==> src/rtl/labcpu_pkg.sv <==
`default_nettype none
// ============================================================================
// Module      : labcpu_pkg
// Description : Shared definitions for the LABCPU fetch slice: default
//               instruction/address widths, fetch-count width and the
//               fetch state machine encoding.
// Revision    : 1.0 - initial release
// ============================================================================
package labcpu_pkg;

    localparam int unsigned c_DATA_WIDTH = 16;
    localparam int unsigned c_ADDR_WIDTH = 10;
    localparam int unsigned c_CNT_WIDTH  = 16;

    typedef enum logic [1:0] {
        ST_IDLE = 2'd0,
        ST_RUN  = 2'd1,
        ST_HALT = 2'd2
    } fetch_state_t;

endpackage
`default_nettype wire

==> src/rtl/labcpu_fetch_buf.sv <==
`default_nettype none
// ============================================================================
// Module      : labcpu_fetch_buf
// Description : Two-entry FIFO holding fetched {pc, instruction} entries.
//               Flush has priority over push/pop; simultaneous push and pop
//               keep the occupancy constant.
// Ports       : i_w_clk, i_w_reset_n (async, active low)
//               i_w_flush  - discard all entries
//               i_w_push   - write i_w_data at the tail
//               i_w_pop    - drop the head entry
//               o_w_head   - current head entry (meaningful when count != 0)
//               o_w_count  - occupancy 0..2
// Revision    : 1.0 - initial release
// ============================================================================
module labcpu_fetch_buf #(
    parameter int p_width = 26
) (
    input  logic               i_w_clk,
    input  logic               i_w_reset_n,
    input  logic               i_w_flush,
    input  logic               i_w_push,
    input  logic [p_width-1:0] i_w_data,
    input  logic               i_w_pop,
    output logic [p_width-1:0] o_w_head,
    output logic [1:0]         o_w_count
);

    logic [p_width-1:0] r_mem [2];
    logic               r_rd_ptr;
    logic               r_wr_ptr;
    logic [1:0]         r_count;
    logic               w_push;
    logic               w_pop;

    assign w_push = i_w_push && (r_count != 2'd2);
    assign w_pop  = i_w_pop  && (r_count != 2'd0);

    always_ff @(posedge i_w_clk or negedge i_w_reset_n) begin
        if (!i_w_reset_n) begin
            r_rd_ptr <= 1'b0;
            r_wr_ptr <= 1'b0;
            r_count  <= 2'd0;
        end else if (i_w_flush) begin
            r_rd_ptr <= 1'b0;
            r_wr_ptr <= 1'b0;
            r_count  <= 2'd0;
        end else begin
            if (w_push) begin
                r_wr_ptr <= ~r_wr_ptr;
            end
            if (w_pop) begin
                r_rd_ptr <= ~r_rd_ptr;
            end
            case ({w_push, w_pop})
                2'b10:   r_count <= r_count + 2'd1;
                2'b01:   r_count <= r_count - 2'd1;
                default: r_count <= r_count;
            endcase
        end
    end

    // Storage needs no reset: the consumer only looks at it when count != 0.
    always_ff @(posedge i_w_clk) begin
        if (w_push && !i_w_flush) begin
            r_mem[r_wr_ptr] <= i_w_data;
        end
    end

    assign o_w_head  = r_mem[r_rd_ptr];
    assign o_w_count = r_count;

endmodule
`default_nettype wire

==> src/rtl/labcpu_fetch.sv <==
`default_nettype none
// ============================================================================
// Module      : labcpu_fetch
// Description : Instruction fetch unit. Issues one read per cycle into a
//               1-cycle-latency instruction memory, buffers up to two
//               instructions and hands them to decode with valid/ready.
//               Supports redirect (branch/jump) and a level halt.
// Ports       : i_w_clk, i_w_reset_n (async, active low)
//               o_w_mem_addr/o_w_mem_rd/i_w_mem_data - instruction memory
//               o_w_instr/o_w_pc/o_w_valid/i_w_ready  - decode handshake
//               i_w_redirect/i_w_target               - control flow change
//               i_w_halt                              - suspend new reads
//               o_w_fetch_count (only with LABCPU_FETCH_CNT_EN defined)
// Options     : LABCPU_FETCH_CNT_EN - adds a 16-bit accepted-transfer counter
// Revision    : 1.0 - initial release
// ============================================================================
module labcpu_fetch
    import labcpu_pkg::*;
#(
    parameter int p_data_width    = c_DATA_WIDTH,
    parameter int p_address_width = c_ADDR_WIDTH
) (
    input  logic                       i_w_clk,
    input  logic                       i_w_reset_n,
    output logic [p_address_width-1:0] o_w_mem_addr,
    output logic                       o_w_mem_rd,
    input  logic [p_data_width-1:0]    i_w_mem_data,
    output logic [p_data_width-1:0]    o_w_instr,
    output logic [p_address_width-1:0] o_w_pc,
    output logic                       o_w_valid,
    input  logic                       i_w_ready,
    input  logic                       i_w_redirect,
    input  logic [p_address_width-1:0] i_w_target,
    input  logic                       i_w_halt
`ifdef LABCPU_FETCH_CNT_EN
    ,
    output logic [c_CNT_WIDTH-1:0]     o_w_fetch_count
`endif
);

    localparam int c_ENTRY_W = p_address_width + p_data_width;
    localparam logic [p_address_width-1:0] c_PC_ONE = {{(p_address_width-1){1'b0}}, 1'b1};

    fetch_state_t               r_state;
    fetch_state_t               w_state_nxt;
    logic [p_address_width-1:0] r_pc;
    logic [p_address_width-1:0] r_infl_pc;
    logic                       r_infl;
    logic [1:0]                 w_count;
    logic [c_ENTRY_W-1:0]       w_head;
    logic                       w_buf_empty;
    logic                       w_bypass;
    logic                       w_valid;
    logic                       w_push;
    logic                       w_pop;
    logic                       w_issue;
    logic [2:0]                 w_occ;

    // Returning read data is presented directly when the buffer is empty so
    // a read reaches decode in the cycle its data arrives; it is captured into
    // the buffer only if decode does not take it right away.
    assign w_buf_empty = (w_count == 2'd0);
    assign w_bypass    = w_buf_empty && r_infl;
    assign w_valid     = !w_buf_empty || r_infl;
    assign w_pop       = !w_buf_empty && i_w_ready;
    assign w_push      = r_infl && !(w_bypass && i_w_ready);
    assign w_occ       = {1'b0, w_count} + {2'b00, r_infl};

    // ------------------------------------------------------------------
    // State machine
    // ------------------------------------------------------------------
    always_ff @(posedge i_w_clk or negedge i_w_reset_n) begin
        if (!i_w_reset_n) begin
            r_state <= ST_IDLE;
        end else begin
            r_state <= w_state_nxt;
        end
    end

    always_comb begin
        w_state_nxt = r_state;
        w_issue     = 1'b0;
        case (r_state)
            ST_IDLE: w_state_nxt = ST_RUN;
            ST_RUN: begin
                // A read in a redirect cycle would be for the abandoned path.
                w_issue = (w_occ < 3'd2) && !i_w_redirect;
                if (i_w_halt) begin
                    w_state_nxt = ST_HALT;
                end
            end
            ST_HALT: begin
                if (!i_w_halt) begin
                    w_state_nxt = ST_RUN;
                end
            end
            default: w_state_nxt = ST_IDLE;
        endcase
    end

    // ------------------------------------------------------------------
    // Fetch PC and in-flight tracking
    // ------------------------------------------------------------------
    always_ff @(posedge i_w_clk or negedge i_w_reset_n) begin
        if (!i_w_reset_n) begin
            r_pc      <= '0;
            r_infl    <= 1'b0;
            r_infl_pc <= '0;
        end else begin
            r_infl    <= w_issue;
            r_infl_pc <= r_pc;
            if (i_w_redirect) begin
                r_pc <= i_w_target;
            end else if (w_issue) begin
                r_pc <= r_pc + c_PC_ONE;
            end
        end
    end

    labcpu_fetch_buf #(
        .p_width (c_ENTRY_W)
    ) u_buf (
        .i_w_clk     (i_w_clk),
        .i_w_reset_n (i_w_reset_n),
        .i_w_flush   (i_w_redirect),
        .i_w_push    (w_push),
        .i_w_data    ({r_infl_pc, i_w_mem_data}),
        .i_w_pop     (w_pop),
        .o_w_head    (w_head),
        .o_w_count   (w_count)
    );

    // ------------------------------------------------------------------
    // Decode-side outputs (zero whenever nothing is valid)
    // ------------------------------------------------------------------
    always_comb begin
        o_w_instr = '0;
        o_w_pc    = '0;
        if (!w_buf_empty) begin
            {o_w_pc, o_w_instr} = w_head;
        end else if (r_infl) begin
            o_w_pc    = r_infl_pc;
            o_w_instr = i_w_mem_data;
        end
    end

    assign o_w_valid    = w_valid;
    assign o_w_mem_rd   = w_issue;
    assign o_w_mem_addr = r_pc;

`ifdef LABCPU_FETCH_CNT_EN
    logic                   w_xfer;
    logic [c_CNT_WIDTH-1:0] r_fetch_count;

    assign w_xfer = w_valid && i_w_ready;

    always_ff @(posedge i_w_clk or negedge i_w_reset_n) begin
        if (!i_w_reset_n) begin
            r_fetch_count <= '0;
        end else if (w_xfer) begin
            r_fetch_count <= r_fetch_count + {{(c_CNT_WIDTH-1){1'b0}}, 1'b1};
        end
    end

    assign o_w_fetch_count = r_fetch_count;
`endif

endmodule
`default_nettype wire

==> config.mk <==
export PLATFORM = sky130hd
export DESIGN_NAME = labcpu_fetch
export DESIGN_NICKNAME = d
export VERILOG_FILES = /design/src/rtl/labcpu_pkg.sv /design/src/rtl/labcpu_fetch_buf.sv /design/src/rtl/labcpu_fetch.sv
export SDC_FILE = /design/constraint.sdc
export NUM_CORES = 1
export LEC_CHECK = 0
export BUFFER_PORTS_ARGS = -buffer_cell sky130_fd_sc_hd__buf_2
export CAP_MARGIN = 40
export CORE_UTILIZATION = 50
export CTS_CLUSTER_SIZE = 10
export DETAILED_ROUTE_END_ITERATION = 10
export GPL_TIMING_DRIVEN = 0
export HOLD_SLACK_MARGIN = 0.03
export PLACE_DENSITY = 0.74
export SYNTH_ARGS = -nofsm -noshare
export SYNTH_HDL_FRONTEND = slang
export SYNTH_SLANG_ARGS = --single-unit
==> constraint.sdc <==
create_clock -name i_w_clk -period 3.7 [get_ports i_w_clk]
set_input_delay 0 -clock i_w_clk [delete_from_list [all_inputs] [get_ports i_w_clk]]
set_output_delay 0 -clock i_w_clk [all_outputs]
set_load 0.02 [all_outputs]
After elaboration in Yosys (flattened, before gate mapping)
Memory sizes are Yosys's and may differ from the RTL's.
Index checks and enable logic that the tools add are counted.
{"block": "word_totals", "mem_bits_rw": 52, "rom_bits": 0, "memories": 1, "latchBits": 0, "output_inout_bits": 38, "regBits": 27, "word_cells": 60}
{"block": "op_classes", "muxes": 18, "eq_ne": 7, "bitwise_logic": 2, "mul": 0, "div_mod_pow": 0, "reduce_logical": 20, "n_shift": 0, "magnitude_cmp": 1, "n_addsub": 4}
{"name": "u_buf.r_mem", "words": 2, "width": 26, "read_ports": 1, "rd_ports_with_merged_regs": 0, "wr": 1, "line_no": "labcpu_fetch_buf.sv:28", "rtl": "logic [p_width-1:0] r_mem [2];"}
{"op": "2-to-1 mux 10 bit", "n": 4}
{"op": "2-to-1 mux 16 bit", "n": 2}
{"op": "adder 10 x 1 -> 10 bit (second input constant)", "n": 1}
{"op": "logical AND 1 bit", "n": 8}
{"op": "nonzero test 2 bit", "n": 4}
{"op": "2-to-1 mux 1 bit", "n": 7}
{"op": "2-to-1 mux 2 bit", "n": 3}
{"op": "inequality test 2 bit (second input constant)", "n": 3}
{"op": "case mux 2 bit (3 select lines)", "n": 1}
{"op": "equality test 2 x 1 -> 1 bit (second input constant)", "n": 2}
{"op": "equality test 2 bit (second input constant)", "n": 2}
{"op": "zero test 2 bit", "n": 2}
{"op": "case mux 2 bit (2 select lines)", "n": 1}
{"op": "adder 2 x 1 -> 3 bit", "n": 1}
{"op": "zero test 1 bit", "n": 3}
{"op": "less-than comparator 3 x 2 -> 1 bit (second input constant)", "n": 1}
{"op": "nonzero test 3 bit", "n": 1}
{"op": "adder 2 x 1 -> 2 bit (second input constant)", "n": 1}
{"op": "NOT 1 bit", "n": 2}
{"op": "AND reduction 2 bit", "n": 1}
{"op": "subtractor 2 x 1 -> 2 bit (second input constant)", "n": 1}
{"op": "logical OR 1 bit", "n": 1}

Depth between registers and ports, before layout
Gate-level depths: netlist of run 1.
{"block": "logic_depth", "word_depth": 9, "mapped_depth": 5}

Hierarchy
From an unflattened synthesis of run 1, not the netlist that was laid out.
{"block": "unflattened", "hier_cells": 281, "hier_area_um2": 3452.1}
{"module": "labcpu_fetch_buf", "cells_per_inst": 106, "seq_area_each_um2": 1661.6, "instances": 1, "area_per_inst_um2": 2102.0}
{"module": "labcpu_fetch", "cells_per_inst": 175, "seq_area_each_um2": 575.6, "instances": 1, "area_per_inst_um2": 1350.0}

Worst setup path before layout of run 1
OpenSTA, ideal clock, no wires.
{"block": "synth_path", "kind": "reg-to-reg", "startpoint": "reg u_buf.r_count[1], in the netlist u_buf.o_w_count[1]", "endpoint": "mem u_buf.r_mem[1][0] (enable)", "required_time_ps": 3253, "stages_incl_launch_ff": 5, "path_slack_ps": 483, "n_path_buf": 1, "t_arrival_ps": 2770, "period_less_slack_ps": 3217, "cell_sequence": "dfrtp_1 -> buf_4 -> nor2_1 -> o21ai_0 -> nor3b_1"}
{"block": "synth_via", "elab_chain_cells": 9, "word_cells_on_any_way": 10, "classes_between": "1 x eq/ne; 2 x mux; 7 x reduce/logical"}
{"element": "start, declared", "line_no": "labcpu_fetch_buf.sv:31", "rtl": "logic [1:0] r_count;"}
{"element": "start signal, assigned", "line_no": "labcpu_fetch_buf.sv:55", "rtl": "2'b10: r_count <= r_count + 2'd1;"}
{"element": "start signal, assigned", "line_no": "labcpu_fetch_buf.sv:56", "rtl": "2'b01: r_count <= r_count - 2'd1;"}
{"element": "start signal, assigned", "line_no": "labcpu_fetch_buf.sv:57", "rtl": "default: r_count <= r_count;"}
{"element": "zero test 2 bit", "line_no": "labcpu_fetch.sv:62", "rtl": "assign w_buf_empty = (w_count == 2'd0);"}
{"element": "logical AND 1 bit", "line_no": "labcpu_fetch.sv:63", "rtl": "assign w_bypass = w_buf_empty && r_infl;"}
{"element": "logical AND 1 bit", "line_no": "labcpu_fetch.sv:66", "rtl": "assign w_push = r_infl && !(w_bypass && i_w_ready);"}
{"element": "zero test 1 bit", "line_no": "labcpu_fetch.sv:66"}
{"element": "logical AND 1 bit", "line_no": "labcpu_fetch.sv:66"}
{"element": "logical AND 1 bit (*)", "line_no": "labcpu_fetch_buf.sv:35", "rtl": "assign w_push = i_w_push && (r_count != 2'd2);"}
{"element": "logical AND 1 bit (*)", "line_no": "labcpu_fetch_buf.sv:64", "rtl": "if (w_push && !i_w_flush) begin"}
{"element": "2-to-1 mux 1 bit (*)", "line_no": "labcpu_fetch_buf.sv:64"}
{"element": "2-to-1 mux 1 bit (implied by the code) (*)", "line_no": "labcpu_fetch_buf.sv:65", "rtl": "r_mem[r_wr_ptr] <= i_w_data;"}
{"element": "end, declared", "line_no": "labcpu_fetch_buf.sv:28"}
Mark *: on every way between the ends. The rest lies on a longest branch, timed or not.

Worst setup path in the final report of run 1
{"block": "layout_path", "startpoint": "reg u_buf.r_count[1], in the netlist u_buf.o_w_count[1]", "endpoint": "reg r_pc[8], in the netlist o_w_mem_addr[8]"}
{"block": "layout_via", "elab_chain_cells": 5}
{"element": "adder 2 x 1 -> 3 bit", "line_no": "labcpu_fetch.sv:67", "rtl": "assign w_occ = {1'b0, w_count} + {2'b00, r_infl};"}
{"element": "less-than comparator 3 x 2 -> 1 bit", "line_no": "labcpu_fetch.sv:87", "rtl": "w_issue = (w_occ < 3'd2) && !i_w_redirect;"}
{"element": "logical AND 1 bit", "line_no": "labcpu_fetch.sv:87"}
{"element": "2-to-1 mux 1 bit", "line_no": "labcpu_fetch.sv:83", "rtl": "case (r_state)"}
{"element": "nonzero test 2 bit (no line)"}
{"element": "end signal, assigned", "line_no": "labcpu_fetch.sv:113", "rtl": "r_pc <= i_w_target;"}
{"element": "end signal, assigned", "line_no": "labcpu_fetch.sv:115", "rtl": "r_pc <= r_pc + c_PC_ONE;"}
{"element": "end, declared", "line_no": "labcpu_fetch.sv:46", "rtl": "logic [p_address_width-1:0] r_pc;"}
No other way between the ends.
A chain may end at the register's enable or synchronous reset.

==> flow_summary.json, run 1 <==
{
  "outcome": "finished, final reports clean",
  "synth_seq_area_share": 0.674,
  "synthXorXnorAreaFrac": 0.0264,
  "rows": 29,
  "yosys_most_used_dff": "edfxtp_1",
  "finalWirelength_mm": 6.94,
  "dieHeight_um": 83.5,
  "die-area_um2": 6970,
  "core_um2": 6390,
  "first_iter_violations": 117,
  "yosys_register_bits": 79,
  "crit_fanout": 8,
  "cts_max_level": 3,
  "cap_violations": 0,
  "ant_nets": 0,
  "start_util": 0.520,
  "synth-simple-area-share": 0.110,
  "cellPowerDensity_nw_per_um2": 542,
  "vias": 2443,
  "power_mw": 2.38,
  "diodes": 0,
  "clock_sinks": 79,
  "grt_overflow": 0,
  "avgRoutedWirePerCell_um": 15.4,
  "path_class": "reg2reg",
  "holdWs_ps": 164,
  "yosysTopAreaCell": "edfxtp_1",
  "root_buffer": "clkbuf_8",
  "worst_ep_required_time_ps": 3940,
  "final.setup.tns_ps": 0,
  "clock_latency_ps": 350,
  "post-route-period-util": 0.644,
  "clockBufferDepth": 2,
  "grt_start_max_net_pins": 28,
  "port_buffers": 67,
  "synth.area.top_cells": "edfxtp_1 47%, dfrtp_1 20%, mux2i_1 8.1%",
  "grtUsageTotal": 0.220,
  "drc": 0,
  "cts_made_buffers": 9,
  "cts_tree": "done",
  "cp-end-kind": "flip-flop",
  "io_pins": 69,
  "max_freq_mhz": 420,
  "synthAdderAreaFrac": 0.00377,
  "place.gp.congestion": 0.802,
  "place_ws_ps": 1380,
  "setup_ws_ps": 1320,
  "synth_top_family_by_area": "simple AND/OR/NAND/NOR gates",
  "avgSynthCellArea_um2": 13.3,
  "p_leak_nw": 1.76,
  "synth_compound_area_frac": 0.0777,
  "hold_violations": 0,
  "cts_setup_buffers": 0,
  "synth_most_common_cell": "edfxtp_1",
  "ir_drop_mv": 0.297,
  "first_global_vias": 2418,
  "drive_gt1_frac": 0.266,
  "areaGrowthSynthToFinish_pct": 32.4,
  "syn_area_um2": 3320,
  "post_drt_via_cell_ratio": 5.44,
  "synthTopCellsByCount": "52 x edfxtp_1, 38 x o21ai_0, 29 x nand3_1",
  "antenna_found_initial": 0,
  "hold_path.class": "in2async",
  "die_x_um": 83.5,
  "synth_top_area_share": 0.471,
  "maxSlewViolCount": 0,
  "nNetsFinal": 399,
  "synthArstFlopShare": 0.342,
  "synth_cell_type_count": 33,
  "min_period_ps": 2380,
  "synth_mux_area_frac": 0.0814,
  "ys_warn_count": 0,
  "worstMarginPinSlew_ps": 689,
  "synth_nets": 281,
  "firstDrtPassIters": 4,
  "path_clk_slew_ps": 80,
  "crit_arrival_ps": 2630,
  "grt_pass1_wl_mm": 11.7,
  "syn_inst": 249,
  "crit_path_start_kind": "flip-flop",
  "max_slew_margin": 0.538,
  "finClkSkew_ps": 7.54,
  "synth-edff-count": 52,
  "rsz0062_at_grt": "false",
  "fin_util": 0.688,
  "setup_viol": 0,
  "dpl.hpwl_mm": 4.47
}
timing repair:
item,CTS,global route
endpoints found under the setup margin,0,0
hold buffers,34,0
gates resized for setup,0,0
hold endpoints to repair,72,0
logic make-up after synthesis:
| family | after synthesis |
|---|---|
| AND/OR/NAND/NOR | 67 |
| multiplexers | 27 |
| flip-flops | 79 |
| XOR/XNOR | 10 |
| AO/OA/AOI/OAI | 46 |
| adder cells (fa/ha/maj) | 1 |
| buffers and inverters | 19 |
registers in the layout, summed over array words and instances (netlist names):
name and cells:
r_infl_pc 10, r_state 2, u_buf.r_wr_ptr 1, o_w_mem_addr 10, u_buf.r_mem 52, u_buf.r_rd_ptr 1, r_infl 1, u_buf.o_w_count 2
placed cells by master, fill, tap and decap left out, types with 2 or more instances in the layout:
| master | n |
|---|---|
| nand3_1 | 29 |
| dfrtp_1 | 27 |
| inv_1 | 3 |
| nor2_1 | 5 |
| or3_1 | 2 |
| dlygate4sd3_1 | 34 |
| clkbuf_8 | 10 |
| mux2i_1 | 27 |
| o21ai_0 | 38 |
| and4_1 | 3 |
| xor2_1 | 10 |
| buf_6 | 5 |
| nand4_1 | 4 |
| buf_2 | 70 |
| clkbuf_1 | 11 |
| clkinv_2 | 2 |
| edfxtp_1 | 52 |
| o31a_1 | 2 |
| nor2b_1 | 2 |
| nand2_1 | 13 |
| nand2b_1 | 2 |
| clkbuf_16 | 2 |
| buf_4 | 3 |
through the flow:
step / cell area, µm² / instances
floorplan: 3320 / 249
global placement: 3750 / 393
detailed placement: 3820 / 399
CTS: 4390 / 449
global route: 4390 / 449
finish: 4390 / 449
critical path, cell delays in order (launching register included):
cell           delay [ps]
dfrtp_1               370
buf_4                 160
nor4b_4               490
nand3_2               140
o31a_1                290
o31a_1                270
dlygate4sd3_1         550
where the power goes:
| part | internal, mW | total (mW) | switching, mW | leakage (nW) |
|---|---|---|---|---|
| Sequential | 1.03 | 1.10 | 0.0680 | 0.803 |
| Combinational | 0.219 | 0.567 | 0.348 | 0.833 |
| Clock | 0.410 | 0.715 | 0.305 | 0.123 |
final cells by class:
| type | count | area (µm²) |
|---|---|---|
| Sequential cell | 79 | 2240 |
| Fill cell | 460 | 1990 |
| Multi-Input combinational cell | 151 | 1000 |
| Timing Repair Buffer | 107 | 736 |
| Clock buffer | 12 | 188 |
| Tap cell | 77 | 96.3 |
| Buffer | 16 | 75.1 |
| Clock inverter | 4 | 46.3 |
| Inverter | 3 | 11.3 |
metal layers:
| metal | track usage | routed length (µm) | up-vias |
|---|---|---|---|
| li1 | - | - | 1166 |
| met1 | 0.294 | 3110 | 1189 |
| met2 | 0.344 | 3330 | 76 |
| met3 | 0.0425 | 348 | 12 |
| met4 | 0.116 | 148 | 0 |
| met5 | 0 | 0 | - |
path summary, 6_finish.rpt:
kind	endpoint	cells past startpoint	startpoint	slack, ps
max	o_w_mem_addr[8]$_DFFE_PN0P_	6	u_buf.o_w_count[1]$_DFFE_PN0P_	1320
min	o_w_mem_addr[8]$_DFFE_PN0P_	2	i_w_reset_n	160
max reg2reg	o_w_mem_addr[8]$_DFFE_PN0P_	6	u_buf.o_w_count[1]$_DFFE_PN0P_	1320
min reg2reg	r_infl_pc[9]$_DFF_PN0_	0	o_w_mem_addr[9]$_DFFE_PN0P_	440
max in group asynchronous	o_w_mem_addr[0]$_DFFE_PN0P_	2	i_w_reset_n	3140
min in group i_w_clk	r_state[0]$_DFFE_PN0P_	3	i_w_halt	370
(Power assumes the default switching activity.)
==> run 2, diff against run 1 <==
Clock period 3.7 ns to 2.24 ns, I/O delays scaled along.
==> run 2 against run 1 <==
Net effect:
- clock power up 45%
- worst hold slack better by 24 ps
- critical endpoint is now o_w_pc[0]
- highest routed layer unchanged
- largest power group unchanged
- final cell count unchanged
- first-iteration DRC count unchanged
- global-route usage down 0.37 points
- critical path depth down 1
- die area unchanged
==> flow_summary.json, run 2 (synthesized netlist as in run 1, its figures left out) <==
{
  "fin_util": 0.687,
  "avgRoutedWirePerCell_um": 15.8,
  "netSwitchingFraction": 0.320,
  "nNetsFinal": 399,
  "dieHeight_um": 83.5,
  "path_class": "reg2out",
  "grt_start_max_net_pins": 28,
  "grt_pass1_wl_mm": 11.6,
  "clock_latency_ps": 350,
  "outcome": "finished, final reports clean",
  "p_sw_mw": 1.22,
  "holdWs_ps": 188,
  "p_leak_nw": 1.76,
  "diodes": 0,
  "hold_path.class": "in2async",
  "post-route-period-util": 0.900,
  "setup_ws_ps": 223,
  "cts_tree": "done",
  "crit_path_start_kind": "flip-flop",
  "cellPowerDensity_nw_per_um2": 871,
  "dpl.hpwl_mm": 4.55,
  "clockBufferDepth": 2,
  "ir_drop_mv": 0.508,
  "combPwrFrac": 0.252,
  "drive_gt1_frac": 0.282,
  "cts_made_buffers": 9,
  "first_iter_violations": 117,
  "first_global_vias": 2389,
  "layout.cells.most_common": "buf_2",
  "port_buffers": 67,
  "max_slew_margin": 0.493,
  "power.share.clock": 0.272,
  "mostFrequentLayoutCells": "70 x buf_2, 52 x edfxtp_1, 38 x o21ai_0, 33 x dlygate4sd3_1, 29 x nand3_1",
  "worst_ep_required_time_ps": 2240,
  "hold_violations": 0,
  "max_freq_mhz": 496,
  "io_pins": 69,
  "cap_violations": 0,
  "power.internal_mw": 2.60,
  "grt_overflow": 0,
  "place.gp.congestion": 0.817,
  "grtUsageTotal": 0.216,
  "path_clk_slew_ps": 80,
  "areaGrowthSynthToFinish_pct": 32.2,
  "die_x_um": 83.5,
  "root_buffer": "clkbuf_8",
  "finClkSkew_ps": 6.77,
  "top_register": "u_buf.r_mem",
  "largest_register_ffs": 52,
  "drc": 0,
  "place_ws_ps": -65.2,
  "vias": 2424,
  "clock_sinks": 79,
  "worstMarginPinSlew_ps": 752,
  "seqPwrFrac": 0.476,
  "rows": 29,
  "crit_fanout": 10,
  "start_util": 0.520,
  "crit_arrival_ps": 2020,
  "die-area_um2": 6970,
  "post_drt_via_cell_ratio": 5.40,
  "core_um2": 6390,
  "cp-end-kind": "primary output",
  "min_period_ps": 2020,
  "maxSlewViolCount": 0,
  "setup_viol": 0,
  "finalWirelength_mm": 7.11,
  "rsz0062_at_grt": "false",
  "cts_max_level": 3,
  "ant_nets": 0,
  "firstDrtPassIters": 4,
  "antenna_found_initial": 0
}
==> run 2: critical path, cell delays in order (launching register included) <==
cell and delay (ps):
dfrtp_1 360, clkbuf_1 190, nor2_2 340, clkbuf_1 390, o21ai_0 190, buf_2 190
==> run 2: path summary, 6_finish.rpt <==
kind / from / endpoint / slack, ps / depth (start not counted)
setup / recovery: u_buf.o_w_count[0]$_DFFE_PN0P_ / o_w_pc[0] / 220 / 5
hold / removal: i_w_reset_n / r_infl_pc[8]$_DFF_PN0_ / 190 / 2
setup reg to reg: u_buf.o_w_count[1]$_DFFE_PN0P_ / o_w_mem_addr[1]$_DFFE_PN0P_ / 290 / 6
hold reg to reg: o_w_mem_addr[9]$_DFFE_PN0P_ / r_infl_pc[9]$_DFF_PN0_ / 440 / 0
max in group asynchronous: i_w_reset_n / u_buf.o_w_count[1]$_DFFE_PN0P_ / 1650 / 2
min in group i_w_clk: i_w_mem_data[6] / u_buf.r_mem[0][6]$_DFFE_PP_ / 390 / 2
==> run 2: layout make-up <==
cell class	count	area, µm²
sequential	79	2240
fill	449	2000
multi-input combinational	151	1020
timing repair buffer	107	746
clock buffer	10	128
tap	77	96.3
buffer	16	81.3
clock inverter	6	67.6
inverter	3	11.3
==> run 2: power groups by stage <==
stage,clock (mW),combinational [mW],sequential (mW)
finish,1.04,0.961,1.82
detailed placement,0,0.879,1.85
CTS,1.06,0.941,1.82
floorplan,0,0.554,1.85
global route,1.14,1.05,1.84
global placement,0,0.854,1.84
==> run 2: routing by layer <==
metal  vias up  global-route usage  wire length, µm
met5         -                   0                0
met4         0              0.0940              100
met3        12              0.0346              315
met2        77               0.368             3610
met1      1168               0.276             3080
li1       1167                   -                -
==> run 2: through the flow <==
stage          instances  TNS (ps)  power (mW)  area [µm²]
6_report             449         0        3.82        4390
5_1_grt              449         0        4.02        4390
4_1_cts              446         0        3.82        4360
3_5_place_dp         395      -716        2.72        3800
3_3_place_gp         393     -9510        2.69        3770
2_1_floorplan        249         0        2.40        3340
==> run 2: timing repair <==
action                                 CTS  global route
hold buffers                            33             0
setup endpoints to repair               21            40
gates cloned                             0             0
endpoints found under the hold margin   72             0
buffers inserted                         2             3
gates resized for setup                  1            10
pin swaps                                1             2
==> run 3, diff against run 2 <==
Settings changed: BUFFER_PORTS_ARGS -buffer_cell sky130_fd_sc_hd__buf_2 to unset, DONT_BUFFER_PORTS set to 1, PLACE_DENSITY 0.74 to 0.65.
==> run 3 against run 2 <==
Net effect:
- clock skew decreased by 1.2 ps
- first-iteration DRC count shrank 2.6%
- clock-buffer cell count is 1 higher
- register-to-register slack lost 50 ps
- flip-flop and latch count unchanged
- critical path type unchanged
- largest cell class unchanged
==> flow_summary.json, run 3 (synthesized netlist as in run 1, its figures left out) <==
{
  "outcome": "finished, final reports clean",
  "vias": 2155,
  "crit_cells": 5,
  "drive_gt1_frac": 0.114,
  "max_freq_mhz": 489,
  "areaGrowthSynthToFinish_pct": 25.6,
  "post-route-period-util": 0.913,
  "clock_latency_ps": 340,
  "setup_viol": 0,
  "hold_violations": 0,
  "mostFrequentLayoutCells": "52 x edfxtp_1, 38 x o21ai_0, 34 x dlygate4sd3_1, 29 x nand3_1",
  "fin_cells": 383,
  "first_iter_violations": 114,
  "rows": 29,
  "setup_ws_ps": 196,
  "post_drt_via_cell_ratio": 5.63,
  "crit_path_start_kind": "flip-flop",
  "reg2reg_from": "u_buf.o_w_count[1]$_DFFE_PN0P_",
  "worst_ep_required_time_ps": 2240,
  "dpl.cell_count": 328,
  "r2r_cells": 6,
  "die-area_um2": 6970,
  "critical_path.startpoint": "u_buf.o_w_count[0]$_DFFE_PN0P_",
  "largest_register_ffs": 52,
  "grt_pass1_wl_mm": 10.9,
  "hold_path_depth": 4,
  "core_um2": 6390,
  "crit_family": "buffers and inverters",
  "worstHoldStart": "i_w_ready",
  "io_pins": 69,
  "grt_overflow": 0,
  "crit_path_top_delay_cell": "clkbuf_1",
  "drc": 0,
  "worstPathCellList": "clkbuf_1 > nor2_2 > clkbuf_1 > nand3_1 > o21ai_0",
  "finClkSkew_ps": 5.54,
  "finalWirelength_mm": 6.71,
  "clock_sinks": 79,
  "cts_max_level": 3,
  "cap_violations": 0,
  "p_leak_nw": 1.50,
  "place_ws_ps": 84.7,
  "clockBufferDepth": 2,
  "cts_tree": "done",
  "crit_top_cell": "clkbuf_1",
  "top_register": "u_buf.r_mem",
  "maxSlewViolCount": 0,
  "die_x_um": 83.5,
  "first_global_vias": 2214,
  "nNetsFinal": 333,
  "crit_arrival_ps": 2040,
  "cp-end-kind": "primary output",
  "cts_made_buffers": 9,
  "min_period_ps": 2040,
  "ant_nets": 0,
  "avgRoutedWirePerCell_um": 17.5,
  "start_util": 0.520,
  "port_buffers": 0,
  "max_slew_margin": 0.474,
  "path_class": "reg2out",
  "fillers": 479,
  "place.gp.congestion": 0.776,
  "firstDrtPassIters": 4,
  "layout.cells.most_common": "edfxtp_1",
  "antenna_found_initial": 0,
  "dieHeight_um": 83.5,
  "grtUsageTotal": 0.204,
  "rsz0062_at_grt": "false",
  "grt_start_max_net_pins": 28,
  "crit_fanout": 10,
  "diodes": 0,
  "worstMarginPinSlew_ps": 781,
  "root_buffer": "clkbuf_8",
  "crit_buf_inv": 2,
  "cellPowerDensity_nw_per_um2": 946,
  "ir_drop_mv": 0.646,
  "dpl.hpwl_mm": 4.31,
  "max_stage_delay_ps": 400,
  "path_clk_slew_ps": 70,
  "hold_path.class": "in2reg"
}
==> run 3: path summary, 6_finish.rpt <==
path / endpoint / slack, ps
setup reg to reg: o_w_mem_addr[0]$_DFFE_PN0P_ / 240
setup / recovery: o_w_pc[6] / 200
hold reg to reg: u_buf.r_mem[1][23]$_DFFE_PP_ / 480
max in group asynchronous: u_buf.o_w_count[0]$_DFFE_PN0P_ / 2010
min in group asynchronous: o_w_mem_addr[8]$_DFFE_PN0P_ / 70
hold / removal: u_buf.o_w_count[1]$_DFFE_PN0P_ / 60
==> run 3: cell type report <==
cell class	instances	area (µm²)	share of cell area
flip-flops and latches	79	2240	0.537
multi-input cells	151	1020	0.245
repair buffers	41	470	0.113
clock buffers	11	153	0.0366
clock inverters	5	101	0.0243
well taps	77	96.3	0.0231
plain buffers	16	77.6	0.0186
inverters	3	11.3	0.00270
==> run 3: metrics by stage <==
step | instance area [µm²] | total power, mW | TNS (ps) | hold WS [ps] | utilization
after floorplan | 3340 | 2.40 | 0 | -296 | -
after global placement | 3440 | 2.54 | -10870 | -295 | 0.538
final | 4170 | 3.94 | 0 | 59.9 | 0.652
after global routing | 4170 | 4.10 | 0 | 65.6 | 0.652
after CTS | 4110 | 3.94 | 0 | 49.9 | 0.643
after detailed placement | 3490 | 2.57 | 0 | -295 | 0.547
==> run 3: routing by layer <==
| layer | wire length, µm | share of wire | track usage | vias up |
|---|---|---|---|---|
| li1 | - | - | - | 1033 |
| met1 | 2970 | 0.44 | 0.255 | 1040 |
| met2 | 3310 | 0.49 | 0.341 | 71 |
| met3 | 291 | 0.043 | 0.0425 | 11 |
| met4 | 127 | 0.019 | 0.0986 | 0 |
| met5 | 0 | 0 | 0 | - |
==> run 3: timing repair <==
| action | 4_1_cts | 5_1_grt |
|---|---|---|
| pin swaps | 0 | 2 |
| hold buffers | 35 | 0 |
| setup endpoints to repair | 3 | 38 |
| hold endpoints to repair | 74 | 0 |
| gates resized for setup | 1 | 4 |
| buffers inserted | 0 | 4 |
==> run 3: worst reg2reg max path, cell delays in order, from the launching register on <==
cell	delay [ps]
dfrtp_1	360
buf_4	160
nor4b_4	330
nand2_1	170
xor2_1	170
o21ai_0	180
dlygate4sd3_1	570
==> run 3: power breakdown <==
part           switching [mW]  leakage (nW)  internal [mW]
Combinational           0.513         0.571          0.276
Clock                   0.495         0.129          0.807
Sequential              0.147         0.803           1.70
